<file path="config.mk">
export PLATFORM = sky130hd
export DESIGN_NAME = wb_port_resp
export DESIGN_NICKNAME = d
export VERILOG_FILES = /design/src/rtl/wb_port_pkg.sv /design/src/rtl/wb_port_regs.sv /design/src/rtl/wb_port_resp.sv
export SDC_FILE = /design/constraint.sdc
export NUM_CORES = 1
export LEC_CHECK = 0
export ABC_AREA = 0
export BUFFER_PORTS_ARGS = -buffer_cell sky130_fd_sc_hd__buf_2
export CAP_MARGIN = 5
export CORE_MARGIN = 4
export CORE_UTILIZATION = 45
export CTS_CLUSTER_DIAMETER = 80
export CTS_CLUSTER_SIZE = 12
export DETAILED_ROUTE_END_ITERATION = 6
export PLACE_DENSITY_LB_ADDON = 0.05
export REMOVE_ABC_BUFFERS = 1
export SYNTH_ARGS = -nofsm -noshare
export SYNTH_HDL_FRONTEND = slang
export SYNTH_SLANG_ARGS = --single-unit
</file>
<file path="constraint.sdc">
create_clock -name wb_clk_i -period 2.39 [get_ports wb_clk_i]
set_clock_uncertainty 0.05 [all_clocks]
set_input_delay 0.239 -clock wb_clk_i [delete_from_list [all_inputs] [get_ports wb_clk_i]]
set_output_delay 0.239 -clock wb_clk_i [all_outputs]
set_load 0.05 [all_outputs]
</file>
<file path="src/rtl/wb_port_pkg.sv">
// Shared constants, FSM state type and decode helper for the wb_port responder.
package wb_port_pkg;

    localparam logic [5:0]  OFF_CHECK     = 6'd8;
    localparam logic [5:0]  OFF_CHECK_OEB = 6'd9;
    localparam logic [5:0]  OFF_TXN_CNT   = 6'd10;
    localparam logic [5:0]  OFF_ID        = 6'd11;
    localparam logic [31:0] ID_VALUE      = 32'h5750_5254;

    typedef enum logic [1:0] {
        IDLE = 2'd0,
        WAIT = 2'd1,
        RESP = 2'd2
    } state_t;

    // Scratch words sit below the fixed registers; anything else is an error.
    function automatic logic off_valid(input logic [5:0] off, input int nreg);
        return (off < 6'(nreg)) || ((off >= OFF_CHECK) && (off <= OFF_ID));
    endfunction

endpackage

</file>
<file path="src/rtl/wb_port_regs.sv">
// Register bank: byte-masked scratch words, CHECK/CHECK_OEB pads, transaction counter.
module wb_port_regs
    import wb_port_pkg::*;
#(
    parameter int NREG = 8
) (
    input  logic        clk,
    input  logic        rst_n,
    input  logic        wr_en,
    input  logic [5:0]  off,
    input  logic [3:0]  sel,
    input  logic [31:0] wdata,
    input  logic        inc,
    output logic [31:0] rdata,
    output logic [15:0] check,
    output logic [15:0] check_oeb
);

    logic [31:0] scratch_w [NREG];
    logic [15:0] check_reg;
    logic [15:0] check_oeb_reg;
    logic [31:0] txn_cnt_reg;

    genvar gi;
    generate
        for (gi = 0; gi < NREG; gi++) begin : g_scratch
            logic [31:0] word_reg;
            always_ff @(posedge clk) begin
                if (!rst_n) begin
                    word_reg <= '0;
                end else if (wr_en && (off == 6'(gi))) begin
                    for (int b = 0; b < 4; b++) begin
                        if (sel[b]) word_reg[8*b +: 8] <= wdata[8*b +: 8];
                    end
                end
            end
            assign scratch_w[gi] = word_reg;
        end
    endgenerate

    // Only the low half is stored; the upper byte lanes of the write are dropped.
    always_ff @(posedge clk) begin
        if (!rst_n) begin
            check_reg     <= '0;
            check_oeb_reg <= 16'hFFFF;
            txn_cnt_reg   <= '0;
        end else begin
            if (wr_en && (off == OFF_CHECK)) begin
                if (sel[0]) check_reg[7:0]  <= wdata[7:0];
                if (sel[1]) check_reg[15:8] <= wdata[15:8];
            end
            if (wr_en && (off == OFF_CHECK_OEB)) begin
                if (sel[0]) check_oeb_reg[7:0]  <= wdata[7:0];
                if (sel[1]) check_oeb_reg[15:8] <= wdata[15:8];
            end
            if (inc) txn_cnt_reg <= txn_cnt_reg + 32'd1;
        end
    end

    always_comb begin
        rdata = '0;
        for (int i = 0; i < NREG; i++) begin
            if (off == 6'(i)) rdata = scratch_w[i];
        end
        case (off)
            OFF_CHECK:     rdata = {16'h0000, check_reg};
            OFF_CHECK_OEB: rdata = {16'h0000, check_oeb_reg};
            OFF_TXN_CNT:   rdata = txn_cnt_reg;
            OFF_ID:        rdata = ID_VALUE;
            default:       ;
        endcase
    end

    assign check     = check_reg;
    assign check_oeb = check_oeb_reg;

endmodule

</file>
<file path="src/rtl/wb_port_resp.sv">
// Wishbone classic responder with programmable wait states ahead of each ack/err.
module wb_port_resp
    import wb_port_pkg::*;
#(
    parameter int          NREG      = 8,
    parameter int          WAIT_CYC  = 2,
    parameter logic [31:0] BASE_ADDR = 32'h3000_0000
) (
    input  logic        wb_clk_i,
    input  logic        wb_rst_n,
    input  logic        wbs_cyc_i,
    input  logic        wbs_stb_i,
    input  logic        wbs_we_i,
    input  logic [3:0]  wbs_sel_i,
    input  logic [31:0] wbs_adr_i,
    input  logic [31:0] wbs_dat_i,
    output logic [31:0] wbs_dat_o,
    output logic        wbs_ack_o,
    output logic        wbs_err_o,
    output logic [15:0] check_o,
    output logic [15:0] check_oeb_o
);

    state_t      state_reg, state_next;
    logic [3:0]  wait_reg, wait_next;
    logic        cap_we_reg;
    logic [3:0]  cap_sel_reg;
    logic [5:0]  cap_off_reg;
    logic        cap_hit_reg;
    logic [31:0] cap_dat_reg;

    logic        req;
    logic        live_hit;
    logic        cur_we;
    logic [3:0]  cur_sel;
    logic [5:0]  cur_off;
    logic        cur_hit;
    logic [31:0] cur_dat;
    logic        go_resp;
    logic        dec_ok;
    logic [31:0] rd_data;
    logic        adr_lsb_unused;

    assign req            = wbs_cyc_i & wbs_stb_i;
    assign live_hit       = (wbs_adr_i[31:8] == BASE_ADDR[31:8]);
    assign adr_lsb_unused = ^wbs_adr_i[1:0];

    // With zero wait states the response is produced straight from the live bus.
    always_comb begin
        if (state_reg == IDLE) begin
            cur_we  = wbs_we_i;
            cur_sel = wbs_sel_i;
            cur_off = wbs_adr_i[7:2];
            cur_hit = live_hit;
            cur_dat = wbs_dat_i;
        end else begin
            cur_we  = cap_we_reg;
            cur_sel = cap_sel_reg;
            cur_off = cap_off_reg;
            cur_hit = cap_hit_reg;
            cur_dat = cap_dat_reg;
        end
    end

    always_comb begin
        state_next = state_reg;
        wait_next  = wait_reg;
        case (state_reg)
            IDLE: begin
                if (req) begin
                    wait_next  = 4'(WAIT_CYC);
                    state_next = (WAIT_CYC == 0) ? RESP : WAIT;
                end
            end
            WAIT: begin
                if (!wbs_cyc_i) begin
                    state_next = IDLE;
                end else begin
                    wait_next = wait_reg - 4'd1;
                    if (wait_reg <= 4'd1) state_next = RESP;
                end
            end
            RESP:    state_next = IDLE;
            default: state_next = IDLE;
        endcase
    end

    assign go_resp = (state_next == RESP);
    assign dec_ok  = cur_hit && off_valid(cur_off, NREG);

    always_ff @(posedge wb_clk_i) begin
        if (!wb_rst_n) begin
            state_reg   <= IDLE;
            wait_reg    <= '0;
            cap_we_reg  <= 1'b0;
            cap_sel_reg <= '0;
            cap_off_reg <= '0;
            cap_hit_reg <= 1'b0;
            cap_dat_reg <= '0;
            wbs_ack_o   <= 1'b0;
            wbs_err_o   <= 1'b0;
            wbs_dat_o   <= '0;
        end else begin
            state_reg <= state_next;
            wait_reg  <= wait_next;
            if ((state_reg == IDLE) && req) begin
                cap_we_reg  <= wbs_we_i;
                cap_sel_reg <= wbs_sel_i;
                cap_off_reg <= wbs_adr_i[7:2];
                cap_hit_reg <= live_hit;
                cap_dat_reg <= wbs_dat_i;
            end
            // rd_data is sampled on the commit edge, so it is the pre-write value.
            wbs_ack_o <= go_resp && dec_ok;
            wbs_err_o <= go_resp && !dec_ok;
            wbs_dat_o <= (go_resp && dec_ok) ? rd_data : 32'h0;
        end
    end

    wb_port_regs #(
        .NREG(NREG)
    ) u_regs (
        .clk       (wb_clk_i),
        .rst_n     (wb_rst_n),
        .wr_en     (go_resp && dec_ok && cur_we),
        .off       (cur_off),
        .sel       (cur_sel),
        .wdata     (cur_dat),
        .inc       (go_resp && dec_ok),
        .rdata     (rd_data),
        .check     (check_o),
        .check_oeb (check_oeb_o)
    );

endmodule

</file>
==> results.cfg <==
[worst_setup_path]
timing.critical_path.fanout_max = 5
critical_path.startpoint_type = register
timing.critical_path.slowest_cell_delay_ns = 0.56
crit_path_frequent_cell = or4_4
cp_slowest_cell = or4_4
crit_path_cell_trace = buf_6 -> or4_4 -> o31a_4 -> or4_4 -> buf_12 -> or3_4 -> a21oi_2
critPathRequiredTime_ns = 2.83
critical_path.endpoint_type = register
critical_path_arrival_ns = 2.94
criticalPathCategory = register to register

[synthesis]
count_of_flip_flops_with_a_built_in_enable_after_synthesis = 0
netlist_instances = 1993
ys_types = 70
synthesis.yosys.warnings = 0
synth_top_area_share_pct = 48.3
postSynth.topFlopCell = dfxtp_1
synth_seq_area_share_pct = 48.3
netlist_top_cells_count = 404 x dfxtp_1, 334 x nand3_1, 300 x o21ai_0
postSynthAreaPerCell_um2 = 8.39
post-synth-top-count-cell = dfxtp_1
ys_seq_elements = 404
synth_async_sr_flop_share_pct = 0
yosys-top-cells-area = dfxtp_1 48%, nand3_1 10%, o21ai_0 9.0%
syn_area_um2 = 16700
yosys.area.top_type = dfxtp_1

[power_and_ir_drop]
power.share.switching_pct = 25.3
vdd.ir_drop.worst_uv = 450
share_seq_of_total_power_pct = 48.1
leakage_power_of_the_design_nw = 8.87
cell_internal_pwr_mw = 10.6
net_switching_power_mw = 3.59
power.clock.fraction_pct = 40.0
comb_power_share_pct = 11.9
power.density_nw_per_um2 = 602

[timing]
finalWorstPathRequiredPeriod_ns = 2.51
final_critical_path_setup_slack_ns = -0.118
setup_violations = 243
peak_clock_frequency_supported_by_timing_mhz = 399
report.final.hold_viol_count = 0
rsz0062_at_grt = yes
period_share_pct = 105
slew_viol_final = 0
worst_slew_pin_slew_ns = 0.634
hold_slack_ns = 0.0524
slew-limit-headroom_pct = 57.7

[global_route]
grt_max_degree = 131
grt_antenna_before_repair = 2
first_global_vias = 15900
track_usage_pct = 28.9
globalRouteOverflowTotal = 0
wire_length_of_the_first_global_routing_pass_um = 93300

[routing]
number_of_remaining_drc_errors = 0
vias = 17300
drt_pre_antenna_iters = 6
vias_per_std_cell = 6.13
drt-total-wl_um = 63900
antenna_left = 0
drt-initial-drc-count = 1668
post_drt_wl_per_cell_um = 22.7

[finish]
finish.cell_count_without_fillers = 2821
final_layout_size_suffix_gt1_share_pct = 29.6
layout-area-overhead-vs-synth_pct = 40.6
largest_reg_flops = 256
layout.nets = 2427

[clock_tree]
cts_tree = done
clkLatencyLatePin_ns = 0.56
clk_pin_slew_worst_paths_ns = 0.06
tritoncts.num_buffers = 39
cts_num_sinks = 404
cts-root-buf = clkbuf_16
h-tree-depth = 2
ctsLongestPathBuffers = 3

[placement]
io_buffer_count = 136
post-place-cells = 2672
gp_routability_congestion = 0.873
place_hpwl_um = 40700
dpl_worst_slack_ns = -0.575

[die]
initial_core_util_pct = 45.7
rows = 70
core_area_um2 = 36600
fp.dieH_um = 201
io-pin-count = 139
die-width_um = 201
die_area_um2 = 40300

[run]
cap_violations = 0

[hold_path]
worst_hold_path_type = input pin to register

[status]
failed_checks = negative setup slack
outcome = complete, but fails checks
==> power groups by stage <==
| stage | registers [mW] | clock network [mW] | logic [mW] |
|---|---|---|---|
| 6_report | 6.81 | 5.67 | 1.69 |
| 5_1_grt | 6.81 | 6.00 | 1.78 |
| 4_1_cts | 6.81 | 5.76 | 1.53 |
| 3_5_place_dp | 6.95 | 0 | 1.32 |
| 3_3_place_gp | 6.95 | 0 | 1.31 |
| 2_1_floorplan | 6.95 | 0 | 0.479 |
==> metal layers <==
| layer | wire length (µm) | vias up | part of all wire (%) | global-route usage, % |
|---|---|---|---|---|
| li1 | - | 8028 | - | - |
| met1 | 28000 | 8358 | 44 | 41.3 |
| met2 | 28400 | 749 | 44 | 45.4 |
| met3 | 5110 | 157 | 8.0 | 4.52 |
| met4 | 2420 | 0 | 3.8 | 9.05 |
| met5 | 0 | - | 0 | 0 |
==> path summary, 6_finish.rpt <==
path / startpoint / endpoint / slack, ns / cells after the start
max: state_reg[0] / u_regs.txn_cnt_reg[9] / -0.12 / 7
max reg2reg: state_reg[0] / u_regs.txn_cnt_reg[9] / -0.12 / 7
min: wbs_adr_i[5] / cap_off_reg[3] / 0.05 / 3
min reg2reg: u_regs.g_scratch[7].word_reg[4] / u_regs.g_scratch[7].word_reg[4] / 0.40 / 2
==> worst max-delay path: cells and delay by family (launching register included) <==
kind | cells | cell delay [ns]
AOI/OAI and AO/OA | 2 | 0.31
buffers and inverters | 2 | 0.31
DFF | 1 | 0.36
and+or+nand+nor | 3 | 1.40
==> metrics by stage <==
step / utilization [%] / cell area, µm² / total power [mW] / setup TNS (ns)
after floorplan: - / 16100 / 7.43 / -653.55
after global placement: 54.0 / 19800 / 8.27 / -36.66
after detailed placement: 54.0 / 19800 / 8.27 / -44.07
after CTS: 60.2 / 22000 / 14.1 / -1.11
after global routing: 64.3 / 23500 / 14.6 / -29.17
final: 64.3 / 23500 / 14.2 / -12.45
==> area by class of cell <==
cell class	instances	area, µm²
diodes	1	2.50
clock buffers	41	1030
clock inverters	1	30.0
fillers	3102	13100
inverters	15	56.3
multi-input cells	1416	9210
flip-flops and latches	404	8090
well taps	468	586
repair buffers	475	4520
==> repair_timing <==
| item | 4_1_cts | 5_1_grt |
|---|---|---|
| gates cloned | 5 | 13 |
| pin swaps | 30 | 83 |
| buffers inserted | 25 | 30 |
| setup endpoints to repair | 320 | 346 |
| resized for setup | 115 | 386 |
| hold endpoints to repair | 46 | 0 |
| hold buffers | 43 | 0 |
==> placed cells by master, fill, tap and decap left out, drive strengths merged, types with 7 or more instances in the layout <==
| cell type | count |
|---|---|
| buf | 424 |
| dfxtp | 404 |
| nand3 | 334 |
| o21ai | 327 |
| nand2 | 240 |
| a21oi | 77 |
| a22oi | 66 |
| nor2 | 64 |
| a22o | 50 |
| clkbuf | 49 |
| dlygate4sd3 | 43 |
| nor3 | 27 |
| a221oi | 26 |
| xnor2 | 21 |
| a31oi | 18 |
| inv | 14 |
| nand2b | 13 |
| nor4 | 13 |
| o22ai | 12 |
| o211ai | 9 |
| nand4 | 9 |
| or3 | 9 |
| a2111oi | 9 |
| a221o | 7 |
| o31a | 7 |
| o21a | 7 |
==> cells by family after synthesis <==
group                    count (synthesis)  synth area share, %
adder cells (fa/ha/maj)                  3                0.224
flip-flops                             404                 48.3
multiplexers                             5                0.299
XOR/XNOR                                23                 1.20
AND/OR/NAND/NOR                        733                 21.2
AO/OA/AOI/OAI                          650                 24.5
buffers and inverters                  175                 4.28
(Power assumes the default switching activity.)
